File: config.mk
export PLATFORM = sky130hd
export DESIGN_NAME = muldiv_unit_flat
export DESIGN_NICKNAME = d
export VERILOG_FILES = /design/src/rtl/muldiv_unit_if.sv /design/src/rtl/muldiv_unit.sv /design/src/flat_wrapper.sv
export SDC_FILE = /design/constraint.sdc
export NUM_CORES = 1
export LEC_CHECK = 0
export BUFFER_PORTS_ARGS = -buffer_cell sky130_fd_sc_hd__buf_4
export CAP_MARGIN = 20
export CELL_PAD_IN_SITES_DETAIL_PLACEMENT = 0
export CELL_PAD_IN_SITES_GLOBAL_PLACEMENT = 1
export CORE_MARGIN = 3
export CORE_UTILIZATION = 39
export DETAILED_ROUTE_END_ITERATION = 10
export HOLD_SLACK_MARGIN = 0.08
export PLACE_DENSITY = 0.68
export SYNTH_ARGS = -nofsm -noshare
export SYNTH_HDL_FRONTEND = slang
export SYNTH_SLANG_ARGS = --single-unit
File: constraint.sdc
create_clock -name i_clk -period 4.74 [get_ports i_clk]
set_input_delay 0.711 -clock i_clk [delete_from_list [all_inputs] [get_ports i_clk]]
set_output_delay 0.711 -clock i_clk [all_outputs]
set_load 0.01 [all_outputs]
File: src/rtl/muldiv_unit_if.sv
// rtl/muldiv_unit_if.sv - request/result bundle between the EX stage and the mul/div unit
interface muldiv_unit_if #(
    parameter int DATA_W = 32
);
    logic              start;
    logic [2:0]        op;
    logic [DATA_W-1:0] a;
    logic [DATA_W-1:0] b;
    logic              abort;
    logic              busy;
    logic              done;
    logic              div_by_zero;
    logic [DATA_W-1:0] hi;
    logic [DATA_W-1:0] lo;

    modport master (
        output start, op, a, b, abort,
        input  busy, done, div_by_zero, hi, lo
    );

    modport slave (
        input  start, op, a, b, abort,
        output busy, done, div_by_zero, hi, lo
    );
endinterface

File: src/rtl/muldiv_unit.sv
// rtl/muldiv_unit.sv - iterative MIPS multiply/divide unit with HI/LO registers
module muldiv_unit #(
    parameter int DATA_W   = 32,
    parameter int FAST_MUL = 0
) (
    input  logic          i_clk,
    input  logic          i_reset_n,
    muldiv_unit_if.slave  bus
);
    localparam int CNT_W = (DATA_W > 1) ? $clog2(DATA_W) : 1;
    localparam logic [CNT_W-1:0] CNT_LAST = CNT_W'(DATA_W - 1);

    localparam logic [1:0] S_IDLE = 2'd0;
    localparam logic [1:0] S_RUN  = 2'd1;
    localparam logic [1:0] S_FIX  = 2'd2;

    localparam logic [2:0] OP_MTHI = 3'b100;
    localparam logic [2:0] OP_MTLO = 3'b101;

    logic [1:0]          r_state;
    logic                r_busy;
    logic                r_done;
    logic                r_dbz;
    logic                r_dbz_prev;
    logic [DATA_W-1:0]   r_hi;
    logic [DATA_W-1:0]   r_lo;
    logic [CNT_W-1:0]    r_cnt;
    logic                r_is_div;
    logic                r_b_zero;
    logic                r_sign_a;
    logic                r_sign_b;
    logic [DATA_W-1:0]   r_mag_a;
    logic [DATA_W-1:0]   r_mag_b;
    logic [2*DATA_W-1:0] r_acc;
    logic [2*DATA_W-1:0] r_mcand;
    logic [DATA_W-1:0]   r_rem;
    logic [DATA_W-1:0]   r_quo;

    logic                w_signed_op;
    logic [DATA_W-1:0]   w_abs_a;
    logic [DATA_W-1:0]   w_abs_b;
    logic [DATA_W:0]     w_rem_sh;
    logic [DATA_W:0]     w_diff;
    logic [2*DATA_W-1:0] w_fast_prod;
    logic [2*DATA_W-1:0] w_prod;
    logic [2*DATA_W-1:0] w_prod_fix;
    logic [DATA_W-1:0]   w_quo_fix;
    logic [DATA_W-1:0]   w_rem_fix;

    // Even opcodes in the 0xx group are signed; unsigned ops keep raw operands.
    assign w_signed_op = ~bus.op[0];
    assign w_abs_a     = (w_signed_op && bus.a[DATA_W-1]) ? -bus.a : bus.a;
    assign w_abs_b     = (w_signed_op && bus.b[DATA_W-1]) ? -bus.b : bus.b;

    assign w_rem_sh = {r_rem, r_quo[DATA_W-1]};
    assign w_diff   = w_rem_sh - {1'b0, r_mag_b};

    assign w_fast_prod = {{DATA_W{1'b0}}, r_mag_a} * {{DATA_W{1'b0}}, r_mag_b};
    assign w_prod      = (FAST_MUL != 0) ? w_fast_prod : r_acc;
    assign w_prod_fix  = (r_sign_a ^ r_sign_b) ? -w_prod : w_prod;
    assign w_quo_fix   = (r_sign_a ^ r_sign_b) ? -r_quo : r_quo;
    assign w_rem_fix   = r_sign_a ? -r_rem : r_rem;

    always_ff @(posedge i_clk) begin
        if (!i_reset_n) begin
            r_state    <= S_IDLE;
            r_busy     <= 1'b0;
            r_done     <= 1'b0;
            r_dbz      <= 1'b0;
            r_dbz_prev <= 1'b0;
            r_hi       <= '0;
            r_lo       <= '0;
            r_cnt      <= '0;
            r_is_div   <= 1'b0;
            r_b_zero   <= 1'b0;
            r_sign_a   <= 1'b0;
            r_sign_b   <= 1'b0;
            r_mag_a    <= '0;
            r_mag_b    <= '0;
            r_acc      <= '0;
            r_mcand    <= '0;
            r_rem      <= '0;
            r_quo      <= '0;
        end else begin
            r_done <= 1'b0;
            if (bus.abort) begin
                // A killed divide must not leave its accept-time flag clear behind.
                if (r_state != S_IDLE) begin
                    r_dbz <= r_dbz_prev;
                end
                r_state <= S_IDLE;
                r_busy  <= 1'b0;
            end else begin
                case (r_state)
                    S_IDLE: begin
                        if (bus.start && !bus.op[2]) begin
                            r_is_div   <= bus.op[1];
                            r_sign_a   <= w_signed_op & bus.a[DATA_W-1];
                            r_sign_b   <= w_signed_op & bus.b[DATA_W-1];
                            r_mag_a    <= w_abs_a;
                            r_mag_b    <= w_abs_b;
                            r_b_zero   <= (bus.b == '0);
                            r_cnt      <= '0;
                            r_acc      <= '0;
                            r_mcand    <= {{DATA_W{1'b0}}, w_abs_a};
                            r_rem      <= '0;
                            r_quo      <= w_abs_a;
                            r_dbz_prev <= r_dbz;
                            r_busy     <= 1'b1;
                            if (bus.op[1]) begin
                                r_dbz <= 1'b0;
                            end
                            if ((bus.op[1] && bus.b == '0) || (!bus.op[1] && FAST_MUL != 0)) begin
                                r_state <= S_FIX;
                            end else begin
                                r_state <= S_RUN;
                            end
                        end else if (bus.start && bus.op == OP_MTHI) begin
                            r_hi <= bus.a;
                        end else if (bus.start && bus.op == OP_MTLO) begin
                            r_lo <= bus.a;
                        end
                    end
                    S_RUN: begin
                        if (r_is_div) begin
                            if (!w_diff[DATA_W]) begin
                                r_rem <= w_diff[DATA_W-1:0];
                                r_quo <= {r_quo[DATA_W-2:0], 1'b1};
                            end else begin
                                r_rem <= w_rem_sh[DATA_W-1:0];
                                r_quo <= {r_quo[DATA_W-2:0], 1'b0};
                            end
                        end else begin
                            if (r_mag_b[0]) begin
                                r_acc <= r_acc + r_mcand;
                            end
                            r_mcand <= {r_mcand[2*DATA_W-2:0], 1'b0};
                            r_mag_b <= {1'b0, r_mag_b[DATA_W-1:1]};
                        end
                        r_cnt <= r_cnt + CNT_W'(1);
                        if (r_cnt == CNT_LAST) begin
                            r_state <= S_FIX;
                        end
                    end
                    S_FIX: begin
                        if (r_is_div && r_b_zero) begin
                            r_dbz <= 1'b1;
                        end else if (r_is_div) begin
                            r_hi <= w_rem_fix;
                            r_lo <= w_quo_fix;
                        end else begin
                            r_hi <= w_prod_fix[2*DATA_W-1:DATA_W];
                            r_lo <= w_prod_fix[DATA_W-1:0];
                        end
                        r_done  <= 1'b1;
                        r_state <= S_IDLE;
                        r_busy  <= 1'b0;
                    end
                    default: begin
                        r_state <= S_IDLE;
                        r_busy  <= 1'b0;
                    end
                endcase
            end
        end
    end

    assign bus.busy        = r_busy;
    assign bus.done        = r_done;
    assign bus.div_by_zero = r_dbz;
    assign bus.hi          = r_hi;
    assign bus.lo          = r_lo;
endmodule

File: src/flat_wrapper.sv
// flat-port wrapper written by rule: the top's interface ports become plain ports
module muldiv_unit_flat 
#(
    parameter int DATA_W   = 32,
    parameter int FAST_MUL = 0
)
  (i_clk, i_reset_n, bus_start, bus_op, bus_a, bus_b, bus_abort, bus_busy, bus_done, bus_div_by_zero, bus_hi, bus_lo);
  muldiv_unit_if #(.DATA_W(DATA_W)) bus_i ();
  input  logic i_clk;
  input  logic i_reset_n;
  input wire logic [$bits(bus_i.start)-1:0] bus_start;
  input wire logic [$bits(bus_i.op)-1:0] bus_op;
  input wire logic [$bits(bus_i.a)-1:0] bus_a;
  input wire logic [$bits(bus_i.b)-1:0] bus_b;
  input wire logic [$bits(bus_i.abort)-1:0] bus_abort;
  output wire logic [$bits(bus_i.busy)-1:0] bus_busy;
  output wire logic [$bits(bus_i.done)-1:0] bus_done;
  output wire logic [$bits(bus_i.div_by_zero)-1:0] bus_div_by_zero;
  output wire logic [$bits(bus_i.hi)-1:0] bus_hi;
  output wire logic [$bits(bus_i.lo)-1:0] bus_lo;
  assign bus_i.start = bus_start;
  assign bus_i.op = bus_op;
  assign bus_i.a = bus_a;
  assign bus_i.b = bus_b;
  assign bus_i.abort = bus_abort;
  assign bus_busy = bus_i.busy;
  assign bus_done = bus_i.done;
  assign bus_div_by_zero = bus_i.div_by_zero;
  assign bus_hi = bus_i.hi;
  assign bus_lo = bus_i.lo;
  muldiv_unit #(.DATA_W(DATA_W), .FAST_MUL(FAST_MUL)) u_core (.i_clk(i_clk), .i_reset_n(i_reset_n), .bus(bus_i));
endmodule
After elaboration in Yosys (flattened, before gate mapping). Cells that the tools add are included.

Input bits: 71. Word-level logic and storage cells: 125. Bits in registers: 303.

Add/subtract/negate cells: 8. Bitwise gates (word level): 7. Reductions and logical operators: 25. Eq/ne operators: 19. Muxes and demuxes: 49.

Operator list (number): 2-to-1 mux 32 bit (20); 2-to-1 mux 64 bit (6); case mux 32 bit (2 select lines) (5); case mux 64 bit (2 select lines) (2); negation 32 bit (4); adder 64 bit (1); negation 64 bit (1); subtractor 33 x 32 -> 33 bit (1); logical NOT 32 bit (1); AND reduction 5 bit (3); inequality test 2 x 1 -> 1 bit (second input constant) (7); case mux 5 bit (2 select lines) (1); 2-to-1 mux 1 bit (8); inequality test 2 bit (second input constant) (4); AND reduction 4 bit (2); logical AND 1 bit (7); equality test 3 bit (second input constant) (2); 2-to-1 mux 2 bit (3); inequality test 3 x 2 -> 1 bit (second input constant) (2); AND reduction 3 bit (2); AND reduction 6 bit (1); nonzero test 2 bit (3); adder 5 x 1 -> 5 bit (second input constant) (1); equality test 5 bit (second input constant) (1); other kinds (14) (20).

Longest topological paths before layout.
Depth in word-level cells: 6. Mapped depth: 14. Gate-level depth less buffers: 13.

Worst setup path before layout. OpenSTA, ideal clock, no wires.

Path kind: reg-to-reg. Start point: register u_core.r_acc[0]. End point: register u_core.r_acc[54]. Slack: 1363 ps. Cell stages (with the launch flop): 14. Buffers on the path: 0. Library setup time: 117 ps. Arrival time: 3260 ps. Path through: dfxtp_1 -> ha_1 -> inv_1 -> fa_1 -> and2b_1 -> o2111ai_1 -> a21boi_0 -> o31ai_1 -> o31ai_1 -> a221oi_1 -> o31a_1 -> o31ai_1 -> mux2i_1 -> nand2_1.

Longest elaborated chain between the ends: 4.

RTL lines: start, declared (line muldiv_unit.sv:34) `logic [2*DATA_W-1:0] r_acc;`; start signal, assigned (line muldiv_unit.sv:135) `r_acc <= r_acc + r_mcand;`; adder 64 bit (line muldiv_unit.sv:135); 2-to-1 mux 64 bit (line muldiv_unit.sv:134) `if (r_mag_b[0]) begin`; 2-to-1 mux 64 bit (line muldiv_unit.sv:125) `if (r_is_div) begin`; case mux 64 bit (2 select lines) (line muldiv_unit.sv:94) `case (r_state)`.

No other way between the ends. The select of a mux whose other input is x is not followed. A chain may end at the register's enable or synchronous reset.

Final worst setup path.
Start point: register u_core.r_quo[31]. End point: register u_core.r_rem[26].

Longest elaborated chain between the ends: 4.

RTL lines: start, declared (line muldiv_unit.sv:37) `logic [DATA_W-1:0] r_quo;`; start signal, assigned (line muldiv_unit.sv:107) `r_quo <= w_abs_a;`; start signal, assigned (line muldiv_unit.sv:128) `r_quo <= {r_quo[DATA_W-2:0], 1'b1};`; start signal, assigned (line muldiv_unit.sv:131) `r_quo <= {r_quo[DATA_W-2:0], 1'b0};`; subtractor 33 x 32 -> 33 bit (line muldiv_unit.sv:56) `assign w_diff = w_rem_sh - {1'b0, r_mag_b};`; 2-to-1 mux 32 bit (line muldiv_unit.sv:126) `if (!w_diff[DATA_W]) begin`; 2-to-1 mux 32 bit (line muldiv_unit.sv:125); case mux 32 bit (2 select lines) (line muldiv_unit.sv:94); end signal, assigned (line muldiv_unit.sv:127) `r_rem <= w_diff[DATA_W-1:0];`; end signal, assigned (line muldiv_unit.sv:130) `r_rem <= w_rem_sh[DATA_W-1:0];`; end, declared (line muldiv_unit.sv:36) `logic [DATA_W-1:0] r_rem;`.

No other way between the ends. The select of a mux whose other input is x is not followed.

==> flow_metrics.py <==
metrics = {
    "logic_synthesis": {
        "syn_avg_cell_area_um2": 7.233,
        "synthArstFlopShare_pct": 0,
        "yosysTopAreaCellShare_pct": 27.79,
        "syn_inst": 3018,
        "yosysSeqAreaShare_pct": 27.79,
        "synth-main-ff-cell": "dfxtp_1",
        "synth-edff-count": 0,
        "synth_top_area_cell": "dfxtp_1",
        "yosys-top-cells-area": "dfxtp_1 (28%), a21oi_1 (8.4%), nor2_1 (6.1%), o21ai_0 (5.9%), ha_1 (5.8%)",
        "synth.distinct_cells": 81,
        "syn-num-nets": 3193,
        "synth.yosys.warnings": 0,
        "netlist_area_um2": 21830,
        "yosysMostFrequentCell": "a21oi_1",
        "ys_top_cells_by_count": "a21oi_1 (366), nor2_1 (356), nand2_1 (308)",
        "ys_ff_latch": 303,
    },
    "setup_path": {
        "cp_top_family": "compound AO/OA/AOI/OAI gates",
        "cpPeakStageDelay_ps": 600,
        "path_class": "register to register",
        "critPathArrivalTime_ps": 4550,
        "path_max_fanout": 10,
        "cp_num_buf_inv": 1,
        "path_cells": "inv_1 -> ha_1 -> fa_1 -> nor2b_1 -> o2111ai_1 -> a211oi_1 -> o2111ai_1 -> a31o_2 -> a21o_1 -> a311oi_4 -> nand2_1 -> o21bai_1 -> o211ai_1",
        "required_ps": 5220,
        "crit_path_end_kind": "register",
        "critPathLaunchType": "register",
        "crit_slowest_cell": "a311oi_4",
        "cpMostUsedCell": "o2111ai_1",
    },
    "timing": {
        "tightest_slew_ps": 995.5,
        "hold_viol_final": 0,
        "relSlewSlack_pct": 33.49,
        "setup_viol": 0,
        "rsz0062_at_grt": "no",
        "post-route-min-period_ps": 4069,
        "maxSlewViolCount": 0,
        "fmax_mhz": 245.8,
        "fin_crit_sh_pct": 85.85,
        "finClkSkew_ps": 21.62,
        "hold_slack_ps": 451.3,
        "setup-tns-final_ps": 0,
    },
    "drt": {
        "viasPerCell": 5.874,
        "drt_iter0_drc": 2035,
        "dr_total_vias": 22460,
        "wl_per_cell_um": 21.46,
        "drtAntennaViolNets": 0,
        "finalWirelength_um": 82040,
        "drc": 0,
        "first_pass_iters": 6,
    },
    "cts": {
        "ctsHoldBuffers": 0,
        "cts-buffers-inserted": 39,
        "clk_pin_slew_ps": 60,
        "cts_setup_buffers": 0,
        "root_buffer": "clkbuf_16",
        "cts.path.max_buffers": 3,
        "cts_tree": "built",
        "clock-sinks": 303,
        "clk_latency_ps": 560,
        "post_cts_resized": 0,
        "h-tree-depth": 2,
    },
    "global_routing": {
        "grt_pass1_vias": 21010,
        "overflow": 0,
        "grt_use_total_pct": 26.92,
        "grt_pass1_wl_um": 125600,
        "antenna_found_initial": 1,
        "grt_max_degree": 128,
    },
    "final_layout": {
        "area.sequential_um2": 6070,
        "drive_above_1_share_pct": 9.206,
        "nets": 3220,
        "fin_cells": 3823,
        "stdcell_area_um2": 24870,
        "syn_to_final_growth_pct": 13.92,
        "fillers": 5710,
        "utilization_pct": 45.05,
        "multi_input_area_um2": 14770,
    },
    "power_and_ir_drop": {
        "powerDensity_nw_per_um2": 278.7,
        "p_leak_nw": 10.05,
        "peakVddDrop_v": 0.0002044,
    },
    "placement": {
        "place_congestion": 0.8869,
        "dpl_cell_area_um2": 23480,
        "hpwl_um": 62040,
        "port_buffers": 137,
        "dpl.cell_count": 3752,
    },
    "floorplan": {
        "start_util_pct": 39.54,
        "fp.dieH_um": 242.6,
        "row_count": 86,
        "coreArea_um2": 55200,
        "dieArea_um2": 58850,
        "ios": 138,
        "die_w_um": 242.6,
    },
    "worst_hold_path": {
        "hold_path.class": "register to register",
    },
    "run_status": {
        "run_status": "finished clean",
    },
    "flow_run": {
        "cap_violations": 0,
    },
}
-- per-layer routing --
metal	share of wire, %	global-route usage (%)	vias to the layer above	wire length (um)
met4	2.2	6.924	0	1842
met3	7.4	5.479	100	6077
met1	49	39.59	10770	39900
met2	42	39.93	674	34230
met5	0	0	-	0
li1	-	-	10910	-
-- final timing paths --
path,startpoint,endpoint,slack (ps),cells after the start
worst max register to register,u_core.r_quo[31],u_core.r_rem[26],670,13
worst min-delay path,u_core.bus.lo[22],u_core.bus.lo[22],450,2
worst min register to register,u_core.bus.lo[22],u_core.bus.lo[22],450,2
worst max-delay path,u_core.r_quo[31],u_core.r_rem[26],670,13
-- flip-flops by register name (all words and copies together), names as in the netlist --
signal	count
u_core.r_rem	32
u_core.r_is_div	1
u_core.r_state	2
u_core.r_dbz_prev	1
u_core.r_quo	32
u_core.r_mcand	64
u_core.bus.lo	32
u_core.r_sign_b	1
u_core.r_mag_b	32
u_core.r_acc	64
u_core.r_cnt	5
u_core.bus.done	1
u_core.bus.hi	32
u_core.bus.busy	1
u_core.bus.div_by_zero	1
u_core.r_b_zero	1
u_core.r_sign_a	1
-- per-stage QoR --
stage / worst slack [ps] / power, W
4_1_cts: 736.9 / 0.006994
3_3_place_gp: 887.1 / 0.003718
6_report: 670.9 / 0.006930
5_1_grt: 339.9 / 0.007205
2_1_floorplan: 1363 / 0.003363
3_5_place_dp: 773.6 / 0.003722
-- cells in the final DEF (no fill, tap or decap), drive strengths merged, types with 81 or more instances in the layout --
cell type	count
dfxtp	303
a21oi	366
buf	183
nor2	356
nand2	309
nor3	93
inv	81
nand3	81
o21ai	259
xnor2	135
xor2	114
ha	102
-- where the power goes --
part	total [W]	internal, W	switching (W)	leakage, nW
Sequential	0.00265	0.00260	0.0000566	2.45
Combinational	0.00103	0.000376	0.000651	6.92
Clock	0.00325	0.00200	0.00124	0.682
Total	0.00693	0.00498	0.00195	10.0
-- worst min-delay path, delay by kind of cell (launching register included) --
kind / cells / cell delay [ps]
AOI/OAI and AO/OA: 1 / 50
and+or+nand+nor: 1 / 50
DFF: 1 / 310
-- final cells by class --
| class | instances | share of cell area, % |
|---|---|---|
| Clock inverter | 14 | 0.8201 |
| Clock buffer | 56 | 4.755 |
| Tap cell | 748 | 3.764 |
| Antenna cell | 1 | 0.01006 |
| Timing Repair Buffer | 183 | 5.625 |
| Sequential cell | 303 | 24.41 |
| Inverter | 80 | 1.228 |
| Multi-Input combinational cell | 2438 | 59.39 |
-- cell families (layout without fill, tap and decap cells) --
logic type,count (synthesis),after routing,synth area share (%)
muxes,28,28,1.347
other,0,1,0
DFF,303,303,27.79
adders and majority gates,104,104,6.030
buffers and inverters,277,333,4.975
xor gates and xnor gates,249,249,9.991
AOI/OAI and AO/OA,1011,1011,27.98
and+or+nand+nor,1046,1046,21.89
Note: power is estimated with default switching activity, not from simulation.
